===== config.mk =====
export PLATFORM = sky130hd
export DESIGN_NAME = measure_ctrl
export DESIGN_NICKNAME = d
export VERILOG_FILES = /design/src/rtl/freq_meter_pkg.sv /design/src/rtl/measure_ctrl_timer.sv /design/src/rtl/measure_ctrl.sv
export SDC_FILE = /design/constraint.sdc
export NUM_CORES = 1
export LEC_CHECK = 0
export ABC_CLOCK_PERIOD_IN_PS = 5300
export CAP_MARGIN = 20
export CORE_ASPECT_RATIO = 1.25
export CORE_MARGIN = 2
export CORE_UTILIZATION = 45
export CTS_BUF_LIST = sky130_fd_sc_hd__clkbuf_8
export DETAILED_ROUTE_END_ITERATION = 12
export DONT_BUFFER_PORTS = 1
export SLEW_MARGIN = 30
export SYNTH_ARGS = -nofsm -noshare
export SYNTH_HDL_FRONTEND = slang
export SYNTH_SLANG_ARGS = --single-unit

===== constraint.sdc =====
create_clock -name clk -period 5.3 [get_ports clk]
set_clock_uncertainty 0.2 [all_clocks]
set_input_delay 1.06 -clock clk [delete_from_list [all_inputs] [get_ports clk]]
set_output_delay 1.06 -clock clk [all_outputs]
set_load 0.05 [all_outputs]

===== src/rtl/freq_meter_pkg.sv =====
// Shared types and default constants for the frequency meter measurement sequencer.
package freq_meter_pkg;

  localparam int N_SAMPLES_DEF = 4;
  localparam int TIMEOUT_DEF   = 1 << 20;

  typedef enum logic [4:0] {
    IDLE   = 5'b00001,
    LAUNCH = 5'b00010,
    RUN    = 5'b00100,
    ACCUM  = 5'b01000,
    DONE   = 5'b10000
  } mctrl_state_t;

endpackage


===== src/rtl/measure_ctrl_timer.sv =====
// RUN-state watchdog: counts enabled cycles from a clear and flags the last allowed cycle.
module timeout_timer
  import freq_meter_pkg::*;
#(
  parameter int LIMIT = TIMEOUT_DEF
) (
  input  logic clk,
  input  logic rst_n,
  input  logic clr,
  input  logic en,
  output logic expired
);

  localparam int CW = (LIMIT > 1) ? $clog2(LIMIT) : 1;

  logic [CW-1:0] cnt;

  assign expired = (cnt == CW'(LIMIT - 1));

  // Saturates on the last cycle so a stuck enable can never wrap back to zero.
  always_ff @(posedge clk or negedge rst_n) begin
    if (!rst_n)                cnt <= '0;
    else if (clr)              cnt <= '0;
    else if (en && !expired)   cnt <= cnt + 1'b1;
  end

endmodule


===== src/rtl/measure_ctrl.sv =====
// Sequences N_SAMPLES pulse-width measurements on the Counter and accumulates sum/min/max/avg,
// aborting a run with err when one measurement stays busy past TIMEOUT cycles.
module measure_ctrl
  import freq_meter_pkg::*;
#(
  parameter int N_SAMPLES = N_SAMPLES_DEF,
  parameter int VAL_W     = 32,
  parameter int SUM_W     = VAL_W + $clog2(N_SAMPLES),
  parameter int TIMEOUT   = TIMEOUT_DEF
) (
  input  logic                           clk,
  input  logic                           rst_n,
  input  logic                           req,
  output logic                           busy,
  output logic                           done,
  output logic                           err,
  output logic                           cnt_start,
  input  logic                           cnt_busy,
  input  logic [VAL_W-1:0]               cnt_val,
  output logic [SUM_W-1:0]               sum,
  output logic [VAL_W-1:0]               avg,
  output logic [VAL_W-1:0]               min_val,
  output logic [VAL_W-1:0]               max_val,
  output logic [$clog2(N_SAMPLES+1)-1:0] n_done
);

  localparam int LOG2N = $clog2(N_SAMPLES);
  localparam int NW    = $clog2(N_SAMPLES + 1);

  mctrl_state_t   state;
  logic           run_first;
  logic           expired;
  logic [SUM_W-1:0] sum_nxt;
  logic [SUM_W-1:0] avg_full;

  timeout_timer #(.LIMIT(TIMEOUT)) u_timer (
    .clk     (clk),
    .rst_n   (rst_n),
    .clr     (cnt_start),
    .en      (state == RUN),
    .expired (expired)
  );

  always_comb begin
    busy      = (state != IDLE);
    done      = (state == DONE);
    // Never start the Counter while a stale (timed-out) run is still finishing.
    cnt_start = (state == LAUNCH) && !cnt_busy;
    sum_nxt   = sum + SUM_W'(cnt_val);
    avg_full  = sum_nxt >> LOG2N;
  end

  always_ff @(posedge clk or negedge rst_n) begin
    if (!rst_n) begin
      state     <= IDLE;
      run_first <= 1'b0;
      err       <= 1'b0;
      sum       <= '0;
      avg       <= '0;
      min_val   <= '1;
      max_val   <= '0;
      n_done    <= '0;
    end else begin
      unique case (state)
        IDLE: begin
          if (req) begin
            err     <= 1'b0;
            sum     <= '0;
            avg     <= '0;
            min_val <= '1;
            max_val <= '0;
            n_done  <= '0;
            state   <= LAUNCH;
          end
        end
        LAUNCH: begin
          if (!cnt_busy) begin
            run_first <= 1'b1;
            state     <= RUN;
          end
        end
        RUN: begin
          run_first <= 1'b0;
          // The Counter registers start, so busy is only meaningful from the second RUN cycle.
          if (!run_first && !cnt_busy) begin
            sum    <= sum_nxt;
            avg    <= avg_full[VAL_W-1:0];
            if (cnt_val <= min_val) min_val <= cnt_val;
            if (cnt_val >= max_val) max_val <= cnt_val;
            n_done <= n_done + 1'b1;
            state  <= ACCUM;
          end else if (expired && cnt_busy) begin
            err   <= 1'b1;
            state <= DONE;
          end
        end
        ACCUM: begin
          state <= (n_done == NW'(N_SAMPLES)) ? DONE : LAUNCH;
        end
        DONE: begin
          state <= IDLE;
        end
        default: begin
          state <= IDLE;
        end
      endcase
    end
  end

endmodule


==> run summary, run 1 <==
Drt
• 0 — number of routed nets with antenna violations
• 5 — length of the first detailed-routing pass in iterations
• 18.7 um — Routed wire per std cell
• 5.72 — vias per cell
• 20900 um — final wirelength
• 305 — Detailed Route Iter0 Violations
• 6379 — via count of the routed design
• 0 — DRC violations left

Setup path
• 10 — Worst Reg-to-Reg Cells
• flip-flop — kind of end point of the critical path
• sum[7]$_DFFE_PN0P_ — CP Launch Point
• dfrtp_1 — slowest library cell on the worst path
• flip-flop to flip-flop — path type of the worst setup path
• 0.75 ns — stage delay of the slowest cell on the critical path
• 6 — worst-path maximum fanout
• 1.54 ns — R2R setup slack
• flip-flop — Critical Path Start Type
• sum[30]$_DFFE_PN0P_ — reg-to-reg critical path endpoint
• 3.88 ns — crit path DAT
• ha_1 -> o21ai_0 -> a2111o_1 -> a31oi_1 -> o2111ai_1 -> o21ai_0 -> o41ai_1 -> o21ai_0 -> xnor2_1 -> o21ai_0 — critical path cell sequence
• sum[7]$_DFFE_PN0P_ — Reg-to-Reg Start
• sum[30]$_DFFE_PN0P_ — timing endpoint of the critical path
• o21ai_0 — cell repeated most along the worst path
• 5.42 ns — Req. time, crit path

Power
• 331 mW/mm^2 — ratio of total power to cell area
• 0.00114 W — net load switching power
• 28.0% — Clock power frac
• 24.1% — Combinational Power Share
• 0.00180 W — cell-internal power
• 47.9% — sequential cell fraction of total power
• 38.9% — switching part of the total power
• 0.210 mV — maximum vdd ir drop
• 0.00294 W — total power
• 4.40 nW — cell leakage power

Timing
• 0 — Slew Limit Fails
• 0 — number of setup violations in the final report
• 3.76 ns — Final min period
• 1.54 ns — worst-case setup margin in the final layout
• 0 — number of endpoints with negative hold slack in the final report
• no — RSZ-0062 raised after global routing
• 70.9% — share of the clock period used by the worst path after layout
• 1.00 ns — transition time of the tightest slew-check pin
• 0 ns — accumulated negative setup slack
• 0.266 GHz — Max Clk Rate
• 33.1% — worst-case headroom to the max-slew limit
• 0.0960 ns — Min Hold Slack

Clock network
• 4 — Max H-tree Level
• 17 — number of buffers created by CTS
• 0 — post-cts repair resize count
• 0 — setup bufs post-CTS
• 0.07 ns — clock-pin transition on the worst setup and hold timing paths
• done — CTS tree
• 128 — clock sinks
• 2 — Clock Tree Buf Depth
• 0 — hold-fix buffers at CTS
• 0.46 ns — insertion delay to the later sink of the worst-skew pair
• clkbuf_8 — clock tree root driver cell

Place
• 0.880 — GP Congestion
• 0 — Port Buffer Count
• 1.41 ns — Setup Slack @ Placement
• 15400 um — post-DP HPWL

Global routing
• 129 — pin count of the biggest net entering global routing
• 0 — number of antenna violations at the first check in global routing
• 6300 — vias in the first global route
• 21.9% — Total Routing Usage GR
• 34100 um — wire length of the first global-routing pass
• 0 — total grt overflow

Synth
• 100% — async set or reset register ratio after synthesis
• 28.3% — fraction of synthesized cell area taken by the top area cell type
• 894 — Cells after Synth
• 0.119% — fraction of synthesized area in multiplexers
• 15.0% — Post-Synth Adder-Cell Area
• ha_1 (99), dfrtp_1 (95), inv_1 (80) — most instantiated cells after synthesis
• 1030 — Mapped Nets
• 12.7% — share of synthesized cell area in and, or, nand and nor gates
• dfrtp_1 — top_reg_cell synth
• 0 — number of enable flip-flop cells after synthesis
• compound AO/OA/AOI/OAI gates — largest family of logic cells by synthesized area
• 56 — number of unique standard cell types used by synthesis
• 9.41 um^2 — average size of a mapped cell
• ha_1 — library cell with the highest instance count after synthesis
• dfrtp_1 — biggest area consumer among synthesized cells
• 21.2% — post-synthesis compound-gate area fraction
• 0.00841 mm^2 — netlist area before placement
• 128 — register bit total from synthesis
• 4.27% — xor and xnor area share after synthesis
• dfrtp_1 (28%), ha_1 (15%), dfstp_2 (10%) — cells taking the most area after synthesis
• 38.6% — fraction of the yosys area taken by sequential cells
• 0 — warnings from Yosys

Die
• 126 um — horizontal die dimension
• 157 um — vertical extent of the die
• 0.0182 mm^2 — area of the placeable core
• 46.1% — starting density of the core
• 55 — standard-cell rows
• 173 — I/O pin count
• 0.0198 mm^2 — die footprint

Outcome
• finished clean — outcome

Final layout
• 1011 — number of nets in the finished design
• 10.8% — fraction of final layout cells sized beyond drive strength 1
• 5.75% — Layout area overhead
• 0 — antenna fix cells
• 1715 — fillers

Flow run
• 0 — number of maximum-capacitance constraint violations

Worst hold path
• input port to asynchronous set/reset pin — worst min-delay path category

cell families (layout without fill, tap and decap cells):
| family | count (synthesis) | in the layout |
|---|---|---|
| fa+ha+maj | 100 | 100 |
| compound gates | 263 | 263 |
| xor+xnor | 41 | 41 |
| buf+inv | 142 | 136 |
| mux | 1 | 1 |
| simple gates | 219 | 219 |
| flops | 128 | 128 |
worst max-delay path, delay by kind of cell (launching register included):
family | cells | cell delay (ns)
compound gates | 8 | 1.95
flops | 1 | 0.75
fa+ha+maj | 1 | 0.58
xor+xnor | 1 | 0.14
worst min path at each step:
| stage | endpoint | depth (start not counted) | slack, ns |
|---|---|---|---|
| floorplan | run_first$_DFFE_PN0P_ | 2 | 0.29 |
| global route | max_val[2]$_DFFE_PN0P_ | 0 | 0.06 |
| detailed placement | run_first$_DFFE_PN0P_ | 2 | 0.33 |
| finish | max_val[15]$_DFFE_PN0P_ | 0 | 0.1 |
| CTS | max_val[2]$_DFFE_PN0P_ | 0 | 0.06 |
| global placement | run_first$_DFFE_PN0P_ | 2 | 0.31 |
routing by layer:
layer / part of all wire, % / up-vias / track usage, %
met5: 0 / - / 0
met4: 2.0 / 0 / 7.06
met3: 5.6 / 24 / 6.46
met2: 48 / 166 / 36.0
met1: 44 / 3056 / 27.9
li1: - / 3133 / -
state kept, by name, summed over array words and instances (netlist names):
register	flops
min_val	32
state	5
u_timer.cnt	20
run_first	1
max_val	32
err	1
sum	34
n_done	3
final cells by class:
cell class,count,area (um^2),share of cell area (%)
clock inverters,14,130,1.46
repair buffers,23,185,2.08
inverters,81,309,3.47
clock buffers,18,248,2.78
multi-input cells,624,4500,50.5
well taps,228,285,3.21
flip-flops and latches,128,3240,36.5
per-stage QoR:
stage          util (%)  std cells  cell area, um^2
2_1_floorplan         -        894             8410
3_3_place_gp       46.7       1084             8520
4_1_cts            48.8       1116             8900
5_1_grt            48.8       1116             8900
3_5_place_dp       46.7       1084             8520
6_report           48.8       1116             8900
power by group through the flow:
stage | logic, W | clock network [W] | registers [W]
global route | 0.000794 | 0.000884 | 0.00144
detailed placement | 0.000711 | 0 | 0.00143
floorplan | 0.000588 | 0 | 0.00139
global placement | 0.000705 | 0 | 0.00143
finish | 0.000708 | 0.000824 | 0.00141
CTS | 0.000714 | 0.000845 | 0.00141
layout by cell type, fill, tap and decap left out, types with 8 or more instances in the layout:
cell type	instances
a21o_1	38
nand4_1	17
nand2b_1	9
nand2_1	73
dfstp_2	33
o21a_1	9
nor2_1	46
nand3_1	22
o22a_1	32
inv_1	83
a22o_1	34
xor2_1	20
xnor2_1	21
a21oi_1	52
clkbuf_8	18
o21ai_0	63
ha_1	99
buf_4	22
dfrtp_1	95
nor4_1	8
(Power assumes the default switching activity.)
==> inputs of run 2 (changes only) <==
- ABC_CLOCK_PERIOD_IN_PS: 5300 -> 3100
- clock period: 5.3 -> 3.1 ns (I/O delays scaled with it)
==> run 2 against run 1 <==
- the flow now finishes with violations (hold timing)
- critical endpoint is now max_val[2]$_DFFE_PN0P_
- clock-buffer cell count is the same
- non-clock buffer count increased by 141
- final cell count grew 13%
- worst hold slack got worse by 0.44 ns
- die area is the same
- critical path depth unchanged
- sequential cell count stayed put
- via count up 8.5%
- clock power grew 88%
- power increased by 88%
==> run summary, run 2 (same netlist as run 1, synthesis figures left out) <==
Outcome
• finished with violations — outcome
• hold timing — violations in the final reports

Die
• 0.0182 mm^2 — area of the placeable core
• 157 um — vertical extent of the die
• 46.1% — starting density of the core
• 126 um — horizontal die dimension
• 55 — standard-cell rows
• 173 — I/O pin count
• 0.0198 mm^2 — die footprint

Final layout
• 0.00324 mm^2 — area used by sequential logic in the layout
• 21.4% — Layout area overhead
• buf_4 — most common cell after layout, fill and taps aside
• 1152 — number of nets in the finished design
• sum x34, max_val x32, min_val x32 — biggest regs
• sum — register bank with the most flops
• 0.0102 mm^2 — fin area
• 1670 — fillers
• 34 — Largest register FFs
• buf_4 (151), ha_1 (99), dfrtp_1 (95) — top library cells by usage in the layout, fill and taps aside
• 0 — antenna fix cells
• 0.00459 mm^2 — area taken by multi-input logic gates
• 24.3% — fraction of final layout cells sized beyond drive strength 1

Power
• 0.386 mV — maximum vdd ir drop
• 5.17 nW — cell leakage power
• 0.00343 W — cell-internal power
• 542 mW/mm^2 — ratio of total power to cell area
• 28.0% — Clock power frac
• 37.8% — sequential cell fraction of total power
• 0.00210 W — net load switching power
• 34.2% — Combinational Power Share
• 37.9% — switching part of the total power

Setup path
• compound AO/OA/AOI/OAI gates — delay-heaviest family, CP
• or3_4 -> or3b_4 -> a211oi_4 -> o21ai_1 -> a31oi_1 -> o21a_1 -> o31a_1 -> nor2_4 -> clkbuf_16 -> a22o_1 — critical path cell sequence
• 6 — worst-path maximum fanout
• 0.06 ns — R2R setup slack
• 10 — Worst Reg-to-Reg Cells
• 1 — WP buf/inv
• 3.18 ns — crit path DAT
• 3.24 ns — Req. time, crit path
• 0.45 ns — stage delay of the slowest cell on the critical path
• max_val[2]$_DFFE_PN0P_ — reg-to-reg critical path endpoint
• state[1]$_DFFE_PN0P_ — Reg-to-Reg Start
• or3b_4 — slowest library cell on the worst path
• flip-flop — kind of end point of the critical path
• flip-flop — Critical Path Start Type
• flip-flop to flip-flop — path type of the worst setup path

Timing
• 0.994 ns — transition time of the tightest slew-check pin
• 0 — Slew Limit Fails
• 0 — number of setup violations in the final report
• 0.329 GHz — Max Clk Rate
• -0.343 ns — Min Hold Slack
• 128 — number of endpoints with negative hold slack in the final report
• 98.1% — share of the clock period used by the worst path after layout
• 33.8% — worst-case headroom to the max-slew limit
• 3.04 ns — Final min period
• 0.0579 ns — worst-case setup margin in the final layout
• 0 ns — accumulated negative setup slack

Flow run
• 0 — number of maximum-capacitance constraint violations

Drt
• 18.3 um — Routed wire per std cell
• 0 — number of routed nets with antenna violations
• 5.51 — vias per cell
• 6923 — via count of the routed design
• 23000 um — final wirelength
• 0 — DRC violations left
• 6 — length of the first detailed-routing pass in iterations
• 283 — Detailed Route Iter0 Violations

Place
• 0.00954 mm^2 — cell area after placement
• 16400 um — post-DP HPWL
• 0 — Port Buffer Count
• -0.217 ns — Setup Slack @ Placement
• 0.855 — GP Congestion

Clock network
• 128 — clock sinks
• 17 — number of buffers created by CTS
• done — CTS tree
• 0.45 ns — insertion delay to the later sink of the worst-skew pair
• clkbuf_8 — clock tree root driver cell
• 4 — Max H-tree Level
• 0.08 ns — clock-pin transition on the worst setup and hold timing paths
• 2 — Clock Tree Buf Depth

Global routing
• 23.1% — Total Routing Usage GR
• 129 — pin count of the biggest net entering global routing
• 0 — number of antenna violations at the first check in global routing
• 36100 um — wire length of the first global-routing pass
• 6991 — vias in the first global route
• 0 — total grt overflow

Worst hold path
• input port to asynchronous set/reset pin — worst min-delay path category

## run 2: changes by cell type in the layout (fill, tap and decap cells not counted), sizes merged
cell	before	now
inv	83	84
clkinvlp	4	5
buf	23	162
clkbuf	18	20
clkinv	6	3
bufinv	2	3
## run 2: worst register-to-register path: cells and delay by family, from the launching register on
family,cells,cell delay (ns)
AO/OA/AOI/OAI,6,1.22
buffers and inverters,1,0.18
flip-flops,1,0.39
AND/OR/NAND/NOR,3,0.94
## run 2: layer usage
metal | up-vias | GRT usage (%) | share of wire (%) | wire length (um)
met5 | - | 0 | 0 | 0
met1 | 3323 | 28.6 | 44 | 10100
met3 | 29 | 5.88 | 5.4 | 1240
met4 | 0 | 8.74 | 2.2 | 510
li1 | 3412 | - | - | -
met2 | 159 | 38.8 | 49 | 11200
## run 2: power by group through the flow
stage	registers (W)	logic (W)	clock network, W
4_1_cts	0.00209	0.00175	0.00159
3_3_place_gp	0.00211	0.00172	0
2_1_floorplan	0.00238	0.00100	0
6_report	0.00209	0.00189	0.00155
3_5_place_dp	0.00212	0.00174	0
5_1_grt	0.00212	0.00205	0.00164
## run 2: layout make-up
type | count | area share, %
timing repair buffer | 164 | 13.4
inverter | 81 | 3.03
clock inverter | 14 | 1.63
tap | 228 | 2.79
sequential | 128 | 31.8
clock buffer | 18 | 2.43
multi-input combinational | 624 | 45.0
## run 2: worst max-delay path by stage
stage          cells after the start                 endpoint                 start
2_1_floorplan                     12      sum[30]$_DFFE_PN0P_    sum[0]$_DFFE_PN0P_
3_5_place_dp                      13      sum[30]$_DFFE_PN0P_            cnt_val[0]
4_1_cts                           10  max_val[10]$_DFFE_PN0P_  state[0]$_DFFE_PN1P_
6_report                          10   max_val[2]$_DFFE_PN0P_  state[1]$_DFFE_PN0P_
5_1_grt                           10  max_val[10]$_DFFE_PN0P_  state[1]$_DFFE_PN0P_
3_3_place_gp                      13      sum[30]$_DFFE_PN0P_            cnt_val[0]
## run 2: metrics by stage
stage | total power [W] | utilization, % | hold WS, ns | std cells
after floorplan | 0.00338 | - | 0.124 | 894
after global placement | 0.00383 | 52.3 | 0.132 | 1216
after detailed placement | 0.00386 | 52.3 | 0.131 | 1216
after CTS | 0.00543 | 54.6 | -0.374 | 1248
after global routing | 0.00582 | 56.0 | -0.377 | 1257
final | 0.00553 | 56.0 | -0.343 | 1257
## run 2: what timing repair did
| item | 4_1_cts | 5_1_grt |
|---|---|---|
| pin swaps | 1 | 9 |
| endpoints found under the setup margin | 64 | 66 |
| gates cloned | 0 | 4 |
| endpoints found under the hold margin | 128 | 128 |
| resized for setup | 3 | 28 |
| setup buffers | 0 | 5 |
